File: config.mk
export PLATFORM = sky130hd
export DESIGN_NAME = instr_fetch_unit_flat
export DESIGN_NICKNAME = d
export VERILOG_FILES = /design/src/rtl/instr_fetch_unit_pkg.sv /design/src/rtl/instr_fetch_unit_if.sv /design/src/rtl/instr_fetch_unit_fifo.sv /design/src/rtl/instr_fetch_unit.sv /design/src/flat_wrapper.sv
export SDC_FILE = /design/constraint.sdc
export NUM_CORES = 1
export LEC_CHECK = 0
export ABC_AREA = 1
export BUFFER_PORTS_ARGS = -buffer_cell sky130_fd_sc_hd__buf_2
export CORE_ASPECT_RATIO = 0.75
export CORE_MARGIN = 4
export CORE_UTILIZATION = 25
export CTS_BUF_LIST = sky130_fd_sc_hd__clkbuf_4
export CTS_CLUSTER_DIAMETER = 50
export CTS_CLUSTER_SIZE = 40
export DETAILED_ROUTE_END_ITERATION = 7
export PLACE_DENSITY = 0.44
export SETUP_SLACK_MARGIN = 0.05
export SLEW_MARGIN = 20
export SYNTH_ARGS = -nofsm -noshare
export SYNTH_HDL_FRONTEND = slang
export SYNTH_HIERARCHICAL = 1
export SYNTH_SLANG_ARGS = --single-unit
export TNS_END_PERCENT = 20
File: constraint.sdc
create_clock -name clk -period 5.43 [get_ports clk]
set_input_delay 1.086 -clock clk [delete_from_list [all_inputs] [get_ports clk]]
set_output_delay 1.086 -clock clk [all_outputs]
set_load 0.005 [all_outputs]
File: src/rtl/instr_fetch_unit_pkg.sv
// Purpose : shared defaults and constants for the instruction fetch front end.
// Contents: default widths, reset PC, PC step, prefetch depth and the NOP encoding.
package instr_fetch_unit_pkg;

    localparam int unsigned IFU_ADDR_W   = 32;
    localparam int unsigned IFU_INSTR_W  = 32;
    localparam int unsigned IFU_DEPTH    = 4;
    localparam int unsigned IFU_PC_STEP  = 4;
    localparam logic [31:0] IFU_RESET_PC = 32'h0000_0000;
    localparam logic [31:0] IFU_NOP      = 32'h0000_0013;

    // Occupancy counter width for a queue of the given depth (holds 0..depth).
    function automatic int unsigned ifu_cnt_w(input int unsigned depth);
        return $clog2(depth) + 1;
    endfunction

endpackage

File: src/rtl/instr_fetch_unit_if.sv
// Purpose : bundles the memory request, redirect and decode handshake signals of the fetch unit.
// Signals : imem_req/imem_addr/imem_rdata   instruction memory port (1-cycle read latency)
//           redirect_valid/redirect_pc      branch/jump restart
//           if_valid/if_ready/if_pc/if_instr decode handshake, q_count queue occupancy
// Modports: master = fetch unit side, slave = memory/decode/branch side.
interface instr_fetch_unit_if #(
    parameter int unsigned ADDR_W  = 32,
    parameter int unsigned INSTR_W = 32,
    parameter int unsigned CNT_W   = 3
);
    logic               imem_req;
    logic [ADDR_W-1:0]  imem_addr;
    logic [INSTR_W-1:0] imem_rdata;
    logic               redirect_valid;
    logic [ADDR_W-1:0]  redirect_pc;
    logic               if_valid;
    logic               if_ready;
    logic [ADDR_W-1:0]  if_pc;
    logic [INSTR_W-1:0] if_instr;
    logic [CNT_W-1:0]   q_count;

    modport master (
        output imem_req, imem_addr, if_valid, if_pc, if_instr, q_count,
        input  imem_rdata, redirect_valid, redirect_pc, if_ready
    );

    modport slave (
        input  imem_req, imem_addr, if_valid, if_pc, if_instr, q_count,
        output imem_rdata, redirect_valid, redirect_pc, if_ready
    );
endinterface

File: src/rtl/instr_fetch_unit_fifo.sv
// Purpose : synchronous prefetch FIFO with flush; head is presented combinationally.
// Ports   : clk, reset (sync, active-high), push/din write, pop read, flush clears,
//           count occupancy (0..DEPTH), head oldest entry (zero when empty).
module fetch_fifo #(
    parameter int unsigned WIDTH = 64,
    parameter int unsigned DEPTH = 4
) (
    input  logic                       clk,
    input  logic                       reset,
    input  logic                       push,
    input  logic                       pop,
    input  logic                       flush,
    input  logic [WIDTH-1:0]           din,
    output logic [$clog2(DEPTH):0]     count,
    output logic [WIDTH-1:0]           head
);
    localparam int unsigned PTR_W = $clog2(DEPTH);

    logic [WIDTH-1:0] mem [DEPTH];
    logic [PTR_W-1:0] wr_ptr;
    logic [PTR_W-1:0] rd_ptr;

    // Storage needs no reset; validity is tracked by count.
    always_ff @(posedge clk) begin
        if (push && !flush && !reset) begin
            mem[wr_ptr] <= din;
        end
    end

    // Pointers wrap naturally since DEPTH is a power of two.
    always_ff @(posedge clk) begin
        if (reset || flush) begin
            wr_ptr <= '0;
            rd_ptr <= '0;
            count  <= '0;
        end else begin
            if (push) wr_ptr <= wr_ptr + PTR_W'(1);
            if (pop)  rd_ptr <= rd_ptr + PTR_W'(1);
            case ({push, pop})
                2'b10:   count <= count + ($clog2(DEPTH)+1)'(1);
                2'b01:   count <= count - ($clog2(DEPTH)+1)'(1);
                default: count <= count;
            endcase
        end
    end

    assign head = (count != '0) ? mem[rd_ptr] : '0;

endmodule

File: src/rtl/instr_fetch_unit.sv
// Purpose : fetch front end - PC generator, pipelined 1-cycle instruction memory
//           request and a DEPTH-entry prefetch queue feeding decode over valid/ready.
// Ports   : clk, reset (sync, active-high), bus (instr_fetch_unit_if.master):
//           imem_* memory port, redirect_* branch restart, if_* decode handshake, q_count.
module instr_fetch_unit
    import instr_fetch_unit_pkg::*;
#(
    parameter int unsigned       ADDR_W   = IFU_ADDR_W,
    parameter int unsigned       INSTR_W  = IFU_INSTR_W,
    parameter int unsigned       DEPTH    = IFU_DEPTH,
    parameter logic [ADDR_W-1:0] RESET_PC = ADDR_W'(IFU_RESET_PC),
    parameter int unsigned       PC_STEP  = IFU_PC_STEP
) (
    input  logic               clk,
    input  logic               reset,
    instr_fetch_unit_if.master bus
);
    localparam int unsigned       CNT_W     = ifu_cnt_w(DEPTH);
    localparam int unsigned       ENTRY_W   = ADDR_W + INSTR_W;
    localparam logic [ADDR_W-1:0] STEP      = ADDR_W'(PC_STEP);
    localparam logic [ADDR_W-1:0] ALIGN_MSK = ~ADDR_W'(PC_STEP - 1);

    logic [ADDR_W-1:0]  fetch_pc;
    logic               inflight_q;
    logic [ADDR_W-1:0]  inflight_pc;
    logic [CNT_W-1:0]   count;
    logic [ENTRY_W-1:0] head;
    logic [CNT_W:0]     occ_c;
    logic               issue_c;
    logic               push_c;
    logic               pop_c;
    logic               valid_c;

    // Credit check: queued entries plus the one in flight must leave room; a same-cycle pop is not counted.
    assign occ_c   = (CNT_W+1)'(count) + (CNT_W+1)'(inflight_q);
    assign issue_c = !reset && !bus.redirect_valid && (occ_c < (CNT_W+1)'(DEPTH));

    // A redirect kills the response arriving this cycle and blocks delivery.
    assign push_c  = inflight_q && !bus.redirect_valid;
    assign valid_c = (count != '0) && !bus.redirect_valid;
    assign pop_c   = valid_c && bus.if_ready;

    // PC generator and in-flight tracking.
    always_ff @(posedge clk) begin
        if (reset) begin
            fetch_pc    <= RESET_PC;
            inflight_q  <= 1'b0;
            inflight_pc <= '0;
        end else if (bus.redirect_valid) begin
            fetch_pc    <= bus.redirect_pc & ALIGN_MSK;
            inflight_q  <= 1'b0;
        end else begin
            inflight_q <= issue_c;
            if (issue_c) begin
                fetch_pc    <= fetch_pc + STEP;
                inflight_pc <= fetch_pc;
            end
        end
    end

    fetch_fifo #(
        .WIDTH (ENTRY_W),
        .DEPTH (DEPTH)
    ) u_fifo (
        .clk   (clk),
        .reset (reset),
        .push  (push_c),
        .pop   (pop_c),
        .flush (bus.redirect_valid),
        .din   ({inflight_pc, bus.imem_rdata}),
        .count (count),
        .head  (head)
    );

    assign bus.imem_req  = issue_c;
    assign bus.imem_addr = fetch_pc;
    assign bus.if_valid  = valid_c;
    assign bus.if_pc     = head[ENTRY_W-1 -: ADDR_W];
    assign bus.if_instr  = head[INSTR_W-1:0];
    assign bus.q_count   = count;

endmodule

File: src/flat_wrapper.sv
// flat-port wrapper written by rule: the top's interface ports become plain ports
module instr_fetch_unit_flat import instr_fetch_unit_pkg::*;
#(
    parameter int unsigned       ADDR_W   = IFU_ADDR_W,
    parameter int unsigned       INSTR_W  = IFU_INSTR_W,
    parameter int unsigned       DEPTH    = IFU_DEPTH,
    parameter logic [ADDR_W-1:0] RESET_PC = ADDR_W'(IFU_RESET_PC),
    parameter int unsigned       PC_STEP  = IFU_PC_STEP
)
  (clk, reset, bus_imem_req, bus_imem_addr, bus_if_valid, bus_if_pc, bus_if_instr, bus_q_count, bus_imem_rdata, bus_redirect_valid, bus_redirect_pc, bus_if_ready);
  instr_fetch_unit_if #(.ADDR_W(ADDR_W), .INSTR_W(INSTR_W), .CNT_W((3))) bus_i ();
  input  logic clk;
  input  logic reset;
  output wire logic [$bits(bus_i.imem_req)-1:0] bus_imem_req;
  output wire logic [$bits(bus_i.imem_addr)-1:0] bus_imem_addr;
  output wire logic [$bits(bus_i.if_valid)-1:0] bus_if_valid;
  output wire logic [$bits(bus_i.if_pc)-1:0] bus_if_pc;
  output wire logic [$bits(bus_i.if_instr)-1:0] bus_if_instr;
  output wire logic [$bits(bus_i.q_count)-1:0] bus_q_count;
  input wire logic [$bits(bus_i.imem_rdata)-1:0] bus_imem_rdata;
  input wire logic [$bits(bus_i.redirect_valid)-1:0] bus_redirect_valid;
  input wire logic [$bits(bus_i.redirect_pc)-1:0] bus_redirect_pc;
  input wire logic [$bits(bus_i.if_ready)-1:0] bus_if_ready;
  assign bus_imem_req = bus_i.imem_req;
  assign bus_imem_addr = bus_i.imem_addr;
  assign bus_if_valid = bus_i.if_valid;
  assign bus_if_pc = bus_i.if_pc;
  assign bus_if_instr = bus_i.if_instr;
  assign bus_q_count = bus_i.q_count;
  assign bus_i.imem_rdata = bus_imem_rdata;
  assign bus_i.redirect_valid = bus_redirect_valid;
  assign bus_i.redirect_pc = bus_redirect_pc;
  assign bus_i.if_ready = bus_if_ready;
  instr_fetch_unit #(.ADDR_W(ADDR_W), .INSTR_W(INSTR_W), .DEPTH(DEPTH), .RESET_PC(RESET_PC), .PC_STEP(PC_STEP)) u_core (.clk(clk), .reset(reset), .bus(bus_i));
endmodule
== Word-level counts from Yosys, hierarchy flattened ==
Memories as Yosys holds them, arrays and structs flattened. A register that Yosys moved wholly into a read port is not among the register bits.
Index checks and enable logic that the tools add are counted.

* Magnitude comparators: 1
* Bitwise logic cells: 1
* Muxes and demuxes: 8
* Reduce and logical (&&, ||, !) cells: 15
* Equal/unequal tests: 2
* $add $sub $neg: 6

{| class="wikitable"
|+ Operators by type and width
! kind !! count
|-
| $mux W32 || 2
|-
| $mux W64 || 1
|-
| $add A32 B3 Y32 const B || 1
|-
| $logic_and A1 B1 Y1 || 7
|-
| $pmux W3 S2 || 1
|-
| $add A2 B1 Y2 const B || 2
|-
| $add A3 B1 Y4 || 1
|-
| $lt A4 B3 Y1 const B || 1
|-
| $mux W2 || 2
|-
| $reduce_bool A2 Y1 || 2
|-
| $add A3 B1 Y3 const B || 1
|-
| $reduce_bool A3 Y1 || 1
|-
| $sub A3 B1 Y3 const B || 1
|-
| $eq A2 B1 Y1 const B || 1
|-
| $eq A2 B2 Y1 const B || 1
|-
| $logic_not A1 Y1 || 2
|-
| $mux W1 || 2
|-
| $reduce_and A2 Y1 || 1
|-
| $reduce_or A2 Y1 || 1
|-
| $logic_or A1 B1 Y1 || 1
|-
| $not A1 Y1 || 1
|}

* Bits in writable memories: 256
* Input port bits: 68
* Word-level logic and storage cells: 41
* Bits in registers: 72
* Memories kept: 1
* Output and inout bits: 101

{| class="wikitable"
|+ Memories
! memory !! words !! bits a word !! rd ports !! clocked after Yosys merged registers in !! write ports !! RTL line !! source
|-
| u_core.u_fifo.mem || 4 || 64 || 1 || 1 || 1 || instr_fetch_unit_fifo.sv:19 || <nowiki>logic [WIDTH-1:0] mem [DEPTH];</nowiki>
|}

== Longest topological paths before layout ==
Gate-level depths: netlist of the first run.

* Depth in word-level cells: 6
* Depth in mapped cells: 13
* Mapped depth without buffers: 12

== Cells and area by module ==
Netlist of the first run, hierarchy kept.

{| class="wikitable"
|+ By module, submodules not included
! module !! seq. area each (um2) !! cells each !! times used !! area each (um2)
|-
| fetch_fifo || 7867.5 || 876 || 1 || 10540.1
|-
| instr_fetch_unit || 1221.2 || 486 || 1 || 3293.2
|}

== Worst setup path before layout of the first run ==
Ideal clock, no wire load.

* Path type: input -> register
* Start: input port bus_redirect_valid
* End: memory u_core.u_fifo.mem[0][0] (enable)
* Setup time: 0.486 ns
* Path buffers: 2
* Stages on the path: 5
* Path slack: 0.602 ns
* Required time: 4.944 ns
* Arrival time: 4.341 ns
* Path through: buf_6 -> clkbuf_1 -> nor2_1 -> nand2_1 -> nor2_1

* Longest elaborated chain between the ends: 6

{| class="wikitable"
|+ RTL lines
! what !! RTL line !! source
|-
| from (decl) || flat_wrapper.sv:21 || <nowiki>input wire logic [$bits(bus_i.redirect_valid)-1:0] bus_redirect_valid;</nowiki>
|-
| $logic_not A1 Y1 || instr_fetch_unit.sv:39 || <nowiki>assign push_c = inflight_q && !bus.redirect_valid;</nowiki>
|-
| $logic_and A1 B1 Y1 || instr_fetch_unit.sv:39 ||
|-
| named net u_core.push_c || instr_fetch_unit.sv:30 || <nowiki>logic push_c;</nowiki>
|-
| $logic_and A1 B1 Y1 (2 in series) || instr_fetch_unit_fifo.sv:25 || <nowiki>if (push && !flush && !reset) begin</nowiki>
|-
| $mux W1 || instr_fetch_unit_fifo.sv:25 ||
|-
| $mux W1 (implied by the code) || instr_fetch_unit_fifo.sv:26 || <nowiki>mem[wr_ptr] <= din;</nowiki>
|-
| to (decl) || instr_fetch_unit_fifo.sv:19 ||
|}

The timed path passes the listed nets, and every way through them passes these cells.

==> flow_results.org, run 1 <==
** Clock network
- Count of clock tree sinks :: 326
- TritonCTS built the clock tree.
- Clock Latency Late Sink :: 0.69 ns
- The cell sitting at the root of the clock tree is a clkbuf_4.
- Clock-pin slew was measured on the worst setup and hold paths at 0.17 ns.
- The longest clock path from root to sink contains 3 buffers.
- Resized cells post-CTS :: 0
- Buffers added to address setup during post-CTS repair amount to 0.
- Maximum level of the CTS H-tree :: 2
- Buffers inserted to repair hold after CTS numbered 0.
- The number of clock buffers added by TritonCTS is 36.

** Floorplan
- Chip height :: 211.7 microns
- The floorplan step defined a core boundary enclosing 54630 sq um.
- For this configuration, the core starts out at a cell density of 0.2532.
- The floorplan step defined a die boundary enclosing 59200 sq um.
- Measured along the x axis, the die boundary spans 279.6 microns.
- Number of placement rows :: 74
- Ports :: 169

** Setup path
- Path depth of the worst reg2reg path :: 8
- Cells traversed along the worst timing path :: buf_4 > nor2_1 > nor2_1 > o21ai_0 > a21oi_1 > buf_2
- Slowest cell on the critical path :: dfxtp_4
- Data on the critical path arrives at its endpoint at 3.23 ns.
- In this run the critical register-to-register path is launched from u_core/u_fifo/count[2]$_SDFFE_PP0P_.
- Counting stages on the worst path, the most repeated cell is nor2_1.
- On the critical path the largest part of the delay comes from buffers and inverters.
- Required @ worst endpoint :: 4.34 ns
- Crit path buf inv count :: 2
- Category of the critical setup timing path :: reg2out
- The worst setup path is captured at a primary output.
- Counting buffers and inverters, the worst setup path is 6 cells deep.
- STA classifies the critical path startpoint as a register.
- Along the worst path, the maximum fanout reaches 70.
- The largest single stage delay on the critical path is 0.88 ns.

** Timing
- In the final timing run, aggregate negative setup slack is 0 ns.
- Minimum clock period :: 4.317 ns
- Timing would allow up to 231.7 MHz.
- Setup violations remaining at the end of the flow were counted as 0.
- Skew final :: 0.05854 ns
- Slew at the pin closest to its max-slew limit :: 0.9672 ns
- Dividing the final minimum period by the clock period gives 0.7950.
- Setup repair after global routing left no endpoint under its margin.
- The number of max-slew violations in the final report is 0.
- Across all setup checks in the final design, the least slack found is 1.113 ns.
- Max-slew headroom at the worst pin :: 0.3552
- The count of final hold-check violations was 0.

** Hold path
- Along the worst hold path, the cell count comes to 1.
- HP Start :: u_core/u_fifo/rd_ptr[1]$_SDFFE_PP0P_
- The min-delay analysis places its worst path in the category reg2reg.

** Run status
- Run status :: finished, final reports clean

** Yosys
- For this run, the register share of the synthesized area comes to 0.6570.
- Netlist area before placement :: 13830 sq um
- Most instantiated flip-flop cell in the synthesis netlist :: edfxtp_1
- For this run, asynchronously set or reset flops after synthesis account for 0.
- EDFF count, synth :: 256
- Post-Syn Area per Cell :: 10.16 sq um
- Seq cells post-synth :: 326
- After technology mapping, the gate count stands at 1362.
- Unique cell type count in the Yosys netlist :: 39
- Number of warning messages in the yosys log :: 6

** GRT
- Number of global-route vias before repair :: 9543
- Global routing finished with a remaining overflow of 0.
- The initial antenna violation count was 1.
- Pin count of the biggest net entering global routing :: 80
- Wire length of the first global-routing pass :: 57.03 mm
- In the global route stage, overall resource usage came out at 0.1232.

** Drt
- Routed wirelength normalized by instance count :: 16.35 microns
- Total number of vias :: 9737
- In the routed design, unresolved DRC markers number 0.
- Via density per instance :: 4.297
- Count of routing violations after the opening detailed-route iteration :: 620
- The final layout contains routed wiring with a total length of 37.06 mm.
- Residual antenna-violating net count after detailed routing :: 0
- Number of iterations in the first detailed-routing pass :: 5

** Pwr
- Switching portion of total power :: 0.2509
- The share of total power dissipated in combinational logic is 0.047.
- The share of total power dissipated in the clock network is 0.354.
- The worst-case IR drop observed on VDD is 0.1134 mV.
- Internal portion of total power :: 3.460 mW
- PwrDens :: 288.7 nW/um^2
- Sequential share of power :: 0.599
- The analysis attributes to net switching a power of 1.159 mW.
- Leakage power :: 6.319 nW

** Final layout
- The filler cells instantiated in the layout total 5787.
- Layout Utilization :: 0.2929
- Ratio of cells with drive above 1 in the final layout :: 0.1757
- Area grow syn2layout :: 15.65%
- Total number of nets in the final design :: 1591

** Placed design
- HPWL after DPL :: 22.24 mm
- Timing analysis after detailed placement gives a worst setup slack of 1.801 ns.
- RD Place Congestion :: 0.7972
- Port Buf Inserts :: 164

** Run
- The tool flagged a number of max-cap violations equal to 0.
## cell usage in the layout, fill, tap and decap left out, drive strengths merged, types with 2 or more instances in the layout
cell / count
diode: 2
nor2: 228
dfxtp: 70
nand4: 7
buf: 178
inv: 72
nor3: 10
o211ai: 3
edfxtp: 256
a21boi: 6
ha: 6
clkbuf: 40
clkinvlp: 2
bufinv: 5
conb: 10
o21ai: 90
a31oi: 3
clkinv: 9
a211oi: 2
xor2: 4
a22oi: 15
a21oi: 104
nand3: 37
nand2: 380
## per-layer routing
metal,track usage,routed length [microns],vias up
li1,-,-,4886
met1,0.1830,18710,4578
met2,0.1846,15620,230
met3,0.02955,2245,43
met4,0.02253,478,0
met5,0,0,-
## worst paths after layout
kind                                            to  slack (ns)
max                                  bus_if_pc[19]        1.11
min                                       register        0.46
max reg2reg  u_core/bus.imem_addr[28]$_SDFFE_PP0P_        3.17
min reg2reg                               register        0.46
## flip-flops by register name, summed over array words and instances, names as in the netlist, named ones only
name and cells:
u_core/inflight_q 1, u_core/u_fifo/count 3, u_core/u_fifo/wr_ptr 2, u_core/bus.imem_addr 30
u_core/u_fifo/rd_ptr 2, u_core/inflight_pc 30, u_core/u_fifo/mem 256
## worst register-to-register path: cells and delay by family, from the launching register on
family,cells,cell delay [ns]
compound gates,1,0.19
buf+inv,3,0.84
simple gates,4,0.76
flops,1,0.42
## power groups by stage
stage | registers [mW] | clock network [mW] | logic, mW
floorplan | 2.80 | 0 | 0.118
global placement | 2.82 | 0 | 0.215
detailed placement | 2.82 | 0 | 0.218
CTS | 2.77 | 1.71 | 0.219
global route | 2.77 | 1.82 | 0.246
finish | 2.77 | 1.64 | 0.216
## final cells by class
cell class | instances | area (sq um) | area share
antenna | 2 | 5.005 | 0.0003128
clock buffer | 40 | 300.3 | 0.01877
clock inverter | 24 | 347.8 | 0.02174
inverter | 64 | 245.2 | 0.01533
multi-input combinational | 910 | 4128 | 0.2580
sequential | 326 | 9092 | 0.5684
tap | 722 | 903.4 | 0.05647
timing repair buffer | 178 | 975.9 | 0.06100
## kinds of logic after synthesis
| kind of cell | count (synthesis) | share of synthesized area |
|---|---|---|
| other | 1 | 0.0002711 |
| adders and majority gates | 7 | 0.006874 |
| xor gates and xnor gates | 5 | 0.003166 |
| AOI/OAI and AO/OA | 224 | 0.08647 |
| and+or+nand+nor | 664 | 0.1970 |
| buffers and inverters | 135 | 0.04920 |
| DFF | 326 | 0.6570 |
## stage by stage
step	hold slack [ns]	power, mW	cell area (sq um)	std cells
floorplan	0.4117	2.922	13870	1371
detailed placement	0.4304	3.041	15340	2200
global route	0.4976	4.841	16000	2265
global placement	0.4295	3.036	15340	2200
CTS	0.4629	4.700	15990	2264
finish	0.4611	4.619	16000	2266
## Yosys cell counts, drive strengths merged (2+ instances only)
library cell    n  area, sq um
o21ai          90        450.4
dfxtp          70         1401
a211oi          2        15.01
o211ai          3        22.52
buf            53        372.9
a31oi           3        18.77
ha              6        75.07
a21oi         104        524.3
clkbuf         18        67.56
nand4           7        43.79
nor3           10        61.31
edfxtp        256         7687
nor2          228        939.7
nand3          37        207.7
xor2            4        35.03
inv            64        240.2
a22oi          15        112.6
nand2         380         1446
a21boi          6        45.04
Note: power is estimated with default switching activity, not from simulation.
==> run 2: changes to the inputs <==
==> constraint.sdc (replaced) <==
create_clock -name clk -period 4.3 [get_ports clk]
set_input_delay 0.86 -clock clk [delete_from_list [all_inputs] [get_ports clk]]
set_output_delay 0.86 -clock clk [all_outputs]
set_load 0.005 [all_outputs]
==> run 2 against run 1 <==
  * Sequential power rose by 26%
  * Die area did not move
  * Hold slack got worse by 0.090 ns
  * Critical path depth fell by 1
  * Highest routed layer is now met5
  * Final cell count barely moved
  * Largest power group unchanged
  * Critical path type unchanged
==> flow_results.org, run 2 (synthesis gave the netlist of run 1 again) <==
** Setup path
- The worst setup path is of the reg2out kind.
- The worst setup path is launched from a register.
- Required @ worst endpoint :: 3.44 ns
- Arrival time of data at the critical path endpoint :: 2.55 ns
- Along the worst path, the maximum fanout reaches 70.
- STA classifies the critical path endpoint as a primary output.

** Timing
- The clock period could shrink to 3.410 ns.
- Setup violations, final :: 0
- Post-layout worst setup margin :: 0.8900 ns
- Of the available clock period, the critical path in the final layout requires 0.7930.
- The count of final hold-check violations was 0.
- Worst hold-check slack :: 0.3716 ns
- Maximum clock frequency :: 293.3 MHz
- Setup repair after global routing left no endpoint under its margin.
- Slew at the pin closest to its max-slew limit :: 0.8607 ns
- Max-slew headroom at the worst pin :: 0.4262
- The number of max-slew violations in the final report was 0.
- Skew final :: 0.09433 ns

** Pwr
- The analysis attributes to cell leakage a power of 6.358 nW.
- Of the total power, the share spent switching nets is 0.2509.
- Of the total power, the clock network draws 0.350.
- VDD IR max :: 0.1256 mV
- The share of total power dissipated in combinational logic is 0.048.
- The share of total power dissipated in sequential elements is 0.602.
- Cell internal power was estimated by the tool at 4.343 mW.
- Sw Pwr :: 1.454 mW
- PwrDens :: 360.3 nW/um^2

** GRT
- Entering global routing, the biggest net connects 129 pins.
- Fraction of met3 tracks used by global routing :: 0.02822
- The first global-routing pass estimated 56.74 mm of wire.
- Antenna violations before repair :: 2
- Number of global-route vias before repair :: 9406
- In this run the most used layer during global routing was met1.
- In the global route stage, overall resource usage came out at 0.1228.
- Met1 global-route usage :: 0.1835
- Global Route met2 Usage :: 0.1819
- Global routing finished with a remaining overflow of 0.

** Floorplan
- Initial standard-cell utilization of the core :: 0.2532
- The die is 279.6 microns wide.
- Total Die Area :: 59200 sq um
- Core area :: 54630 sq um
- In this run the core area contains 74 standard-cell rows.
- Ports :: 169
- In this run the vertical extent of the chip is 211.7 microns.

** Clock network
- Maximum level of the CTS H-tree :: 2
- Count of clock tree sinks :: 326
- Max clock buf depth :: 3
- The root buffer cell chosen for the clock tree is clkbuf_4.
- Number of setup buffers added after CTS :: 0
- Reg clk slew, reported paths :: 0.16 ns
- After clock tree synthesis, the flow added hold-fix buffers numbering 0.
- For the worst-skew pair, the clock arrives at the later sink with an insertion delay of 0.75 ns.
- CTS tree :: built
- TritonCTS created 35 clock buffers.
- Post-CTS repair changed the size of 0 cells.

** Run
- Max-cap violations :: 0

** Drt
- The pre-antenna-repair detailed-routing pass consisted of 6 iterations.
- Using the TritonRoute via totals, the vias-per-cell ratio works out to 4.324.
- Overall routed net length :: 37.09 mm
- Number of remaining DRC errors :: 0
- Routed wirelength normalized by instance count :: 16.35 microns
- Total number of vias :: 9807
- The first routing iteration left 626 violations.
- Residual antenna-violating net count after detailed routing :: 0

** Placed design
- At the end of routability-driven placement, the weighted congestion stood at 0.8221.
- Port Buf Inserts :: 164
- Worst setup slack after placement :: 0.8817 ns
- HPWL after DPL :: 22.28 mm

** Hold path
- Min-delay worst type :: in2reg

** Final layout
- Layout Utilization :: 0.2945
- Counting flops per register, the top entry is u_core/u_fifo/mem.
- In the layout the commonest cells are nand2_1 (376), edfxtp_1 (256), nor2_1 (212).
- At the end of the flow, the number of nets in the layout was 1592.
- Area grow syn2layout :: 16.32%
- Leaving out fill and tap cells, the most frequent cell in the layout is nand2_1.
- Of the cells placed in the final design, the portion with a size suffix greater than 1 is 0.1775.
- Number of flip-flops under the largest register name :: 256

** Run status
- Run status :: finished, final reports clean
## run 2: cell types whose count changed in the layout (fill, tap and decap cells not counted), sizes merged
cell,previous run,this run
buf,178,180
inv,72,75
clkbuf,40,37
clkinvlp,2,3
clkinv,9,8
## run 2: routing by layer
metal | up-vias | wire [microns]
met3 | 56 | 2097
li1 | 4895 | -
met1 | 4600 | 18780
met2 | 254 | 15510
met4 | 2 | 683
met5 | - | 13
## run 2: worst paths after layout
path	start	endpoint	slack (ns)	cells after the start
hold / removal	bus_imem_rdata[1]	u_core/u_fifo/mem[0][1]$_DFFE_PP_	0.37	1
setup / recovery	register	bus_if_instr[19]	0.89	5
hold reg to reg	u_core/u_fifo/rd_ptr[1]$_SDFFE_PP0P_	u_core/u_fifo/rd_ptr[1]$_SDFFE_PP0P_	0.45	1
setup reg to reg	u_core/inflight_q$_SDFF_PP0_	u_core/u_fifo/mem[0][38]$_DFFE_PP_	2.16	5
## run 2: layout make-up
class	count	area, sq um
Tap cell	722	903.4
Antenna cell	2	5.005
Clock buffer	37	277.8
Timing Repair Buffer	180	1079
Inverter	64	245.2
Sequential cell	326	9092
Clock inverter	27	360.3
Multi-Input combinational cell	910	4128
Fill cell	5747	38540
## run 2: critical path, cell delays in order, from the launching register on
cell     delay (ns)
dfxtp_1        0.36
inv_4          0.50
buf_12         0.39
nand2_1        0.09
a21oi_1        0.25
buf_2          0.17
## run 2: power by group through the flow
stage	clock [mW]	sequential [mW]	combinational [mW]
floorplan	0	3.54	0.149
global placement	0	3.56	0.277
detailed placement	0	3.56	0.280
CTS	2.14	3.49	0.282
global route	2.27	3.50	0.315
finish	2.03	3.49	0.276
## run 2: stage by stage
stage | power [mW] | instances | instance area [sq um] | setup TNS [ns]
detailed placement | 3.844 | 2202 | 15450 | 0
global route | 6.085 | 2267 | 16090 | 0
global placement | 3.840 | 2202 | 15450 | 0
CTS | 5.917 | 2266 | 16090 | 0
finish | 5.797 | 2268 | 16090 | 0
floorplan | 3.690 | 1371 | 13870 | -77.25
==> run 3: changes to the inputs <==
--- a/config.mk
+++ b/config.mk
@@ -5,7 +5,7 @@
 export SDC_FILE = /design/constraint.sdc
 export NUM_CORES = 1
 export LEC_CHECK = 0
-export ABC_AREA = 1
+export ABC_AREA = 0
 export BUFFER_PORTS_ARGS = -buffer_cell sky130_fd_sc_hd__buf_2
 export CORE_ASPECT_RATIO = 0.75
 export CORE_MARGIN = 4
==> constraint.sdc (replaced) <==
create_clock -name clk -period 3.4 [get_ports clk]
set_input_delay 0.68 -clock clk [delete_from_list [all_inputs] [get_ports clk]]
set_output_delay 0.68 -clock clk [all_outputs]
set_load 0.005 [all_outputs]
==> run 3 against run 2 <==
  * Via count is 25% lower
  * Highest routed layer is now met4
  * Critical endpoint is now bus_if_pc[3]
  * Final cell count is 24% lower
  * Combinational power is 2% lower
  * Final area is 4.1% lower
  * Wire length is 10% lower
  * Critical path depth is 1 lower
  * Clock power is 23% higher
  * Power is 23% higher
  * Register-to-register slack worse by 1.1 ns
==> flow_results.org, run 3 <==
** Yosys
- Among all flip-flop cells after synthesis, the most frequent one is edfxtp_1.
- Yosys instantiated no cell more often than edfxtp_1.
- Area fraction of the dominant cell type after synthesis :: 0.5917
- For this run, the number of Yosys warnings is 6.
- Post-Syn Instances :: 810
- Seq cells post-synth :: 326
- The share of the Yosys chip area taken by registers is 0.6996.
- In this run the cell area of the synthesized design comes to 12990 sq um.
- Unique cell type count in the Yosys netlist :: 51
- EDFF count, synth :: 256
- After synthesis, the mean cell area works out to 16.04 sq um.
- FFs w/ async S/R, synth :: 0
- Top cells by count, synth :: edfxtp_1 (256), nand2_1 (89), dfxtp_1 (70)
- edfxtp_1 takes more of the synthesized area than any other cell.
- In the post-synthesis netlist, the biggest area contributors are edfxtp_1 (59%), mux4_2 (11%), dfxtp_1 (11%), nor2b_1 (3.1%), nand2_1 (2.6%).

** Clock network
- CTS tree :: built
- Maximum level of the CTS H-tree :: 2
- The clock passes through at most 3 buffers.
- Number of setup buffers added after CTS :: 0
- Clock Latency Late Sink :: 0.71 ns
- Post-CTS repair changed the size of 0 cells.
- Quantity of hold-fixing buffers added after cts :: 0
- The clock net in this run drives a total of 326 sinks.
- Reg clk slew, reported paths :: 0.17 ns
- Buffers inserted during clock tree synthesis total 34.
- CTS placed an instance of clkbuf_4 at the clock tree root.

** Setup path
- Measured in cells, the most critical reg-to-reg path has a length of 6.
- The worst setup path is of the reg2out kind.
- Data arrives at the worst endpoint at 2.35 ns.
- Along the worst path, the maximum fanout reaches 42.
- Worst reg-to-reg setup slack :: 1.09 ns
- Type of destination of the critical path :: primary output
- Data on the critical path is required at its endpoint by 2.72 ns.
- The worst register-to-register path begins at u_core/bus.imem_addr[2]$_SDFFE_PP0P_.
- Type of element launching the critical path :: register

** Drt
- Dividing the detail-routed wire length by the instance count gives 19.28 microns.
- Number of iterations in the first detailed-routing pass :: 4
- Via density per instance :: 4.284
- Residual antenna-violating net count after detailed routing :: 0
- Overall routed net length :: 33.21 mm
- The first routing iteration left 504 violations.
- Total number of vias :: 7381
- Number of remaining DRC errors :: 0

** Timing
- For this run, the top clock speed supported by timing is 330.2 MHz.
- Final Hold Vio Count :: 0
- Minimum clock period :: 3.029 ns
- Setup violations, final :: 0
- Slew at the pin closest to its max-slew limit :: 0.7380 ns
- Max-slew headroom at the worst pin :: 0.5042
- Setup repair after global routing missed its margin :: false
- For the final database, setup skew stands at 0.04336 ns.
- Total negative setup slack :: 0 ns
- Of the available clock period, the critical path in the final layout requires 0.8908.
- Final Max Tran Viols :: 0

** Floorplan
- Ports :: 169
- The floorplan step defined a die boundary enclosing 55710 sq um.
- Measured along the y axis, the die boundary spans 205.4 microns.
- Horiz. Die Dim :: 271.2 microns
- The initial utilization of the core area, before any placement, comes to 0.2526.
- Core area :: 51440 sq um
- The initialized floorplan defines 72 standard-cell rows.

** Final layout
- Total number of nets in the final design :: 1068
- The library cell used most frequently in the layout, excluding fill and tap cells, is edfxtp_1.
- Number of flip-flops under the largest register name :: 256
- Relative to the synthesized area, the layout overhead comes to 18.77%.
- Highest-count cells in the layout ignoring fill and taps :: edfxtp_1 (256), buf_2 (164), nand2_1 (89)
- Largest register by flop count :: u_core/u_fifo/mem
- Ratio of cells with drive above 1 in the final layout :: 0.3278

** Pwr
- The worst-case IR drop observed on VDD is 0.1983 mV.
- For this design the ratio of total power to cell area is 462.6 nW/um^2.
- Summed over all cells, the static leakage comes to 5.264 nW.
- Overall Power :: 7.138 mW

** Run status
- The flow ran to the end, and the final reports show no timing, DRC or antenna violations.

** GRT
- Wire length of the first global-routing pass :: 49.57 mm
- Number of global-route vias before repair :: 7685
- Global routing finished with a remaining overflow of 0.
- Pin count of the biggest net entering global routing :: 65
- For this run, the total global-route usage over all layers was measured as 0.1181.
- Antenna violations before repair :: 1

** Placed design
- Port Buf Inserts :: 164
- HPWL after DPL :: 21.24 mm
- RD Place Congestion :: 0.7218

** Hold path
- The tightest min-delay check is of the in2reg type.
- Along the worst hold path, the cell count comes to 1.
- HP Start :: bus_imem_rdata[24]

** Run
- Max-cap violations in this run came to 0.
## run 3: cell count changes in the layout (fill, tap and decap cells not counted), moves of 10 or more
cell / before / now
nor2b_1: 0 / 65
mux4_2: 0 / 64
a22oi_1: 15 / 0
o21ai_0: 85 / 4
nand2_1: 376 / 89
nor2_4: 12 / 0
xor2_1: 4 / 14
nor2_1: 212 / 31
nand3_1: 34 / 11
nand4_1: 7 / 17
a21oi_1: 103 / 44
inv_1: 60 / 12
## run 3: power breakdown
group	internal, mW	switching, mW	total [mW]
clock network	0.883	1.60	2.49
logic	0.109	0.161	0.270
registers	4.32	0.0650	4.38
## run 3: final cells by class
type / count / area, sq um
Multi-Input combinational cell: 435 / 3665
Timing Repair Buffer: 183 / 1126
Sequential cell: 326 / 9096
Fill cell: 5181 / 36010
Clock inverter: 28 / 356.6
Antenna cell: 1 / 2.502
Inverter: 13 / 48.80
Clock buffer: 34 / 255.2
Tap cell: 703 / 879.6
## run 3: per-layer routing
layer	track usage	part of all wire
met5	0	0
met3	0.02903	0.061
met4	0.02636	0.017
met1	0.1675	0.47
met2	0.1844	0.45
## run 3: worst paths after layout
path,to
max,bus_if_pc[3]
max reg2reg,u_core/bus.imem_addr[10]$_SDFFE_PP0P_
min,u_core/u_fifo/mem[0][24]$_DFFE_PP_
min reg2reg,u_core/inflight_pc[29]$_SDFFE_PP0P_
## run 3: per-stage QoR
| step | util | hold slack (ns) | area, sq um | std cells | setup slack, ns |
|---|---|---|---|---|---|
| final | 0.3000 | 0.1738 | 15430 | 1723 | 0.3712 |
| after global routing | 0.3000 | 0.05366 | 15430 | 1723 | 0.1726 |
| after CTS | 0.2999 | 0.05756 | 15430 | 1722 | 0.2030 |
| after detailed placement | 0.2880 | 0.4727 | 14820 | 1660 | 0.7398 |
| after global placement | 0.2880 | 0.4701 | 14820 | 1660 | 0.7657 |
| after floorplan | - | 0.4600 | 13030 | 819 | 0.1725 |
## run 3: logic make-up (layout without fill, tap and decap cells)
kind of cell	Yosys count	after routing	share of synthesized area
xor gates and xnor gates	23	23	0.01551
and+or+nand+nor	252	252	0.1034
other	1	11	0.0002887
muxes	72	72	0.1181
buffers and inverters	58	258	0.02292
adders and majority gates	7	7	0.007320
DFF	326	326	0.6996
AOI/OAI and AO/OA	71	71	0.03284
## run 3: critical path: stages, from the launching register on
cell,delay (ns)
dfxtp_4,0.41
buf_12,0.32
mux4_2,0.57
nor2b_1,0.16
buf_2,0.15
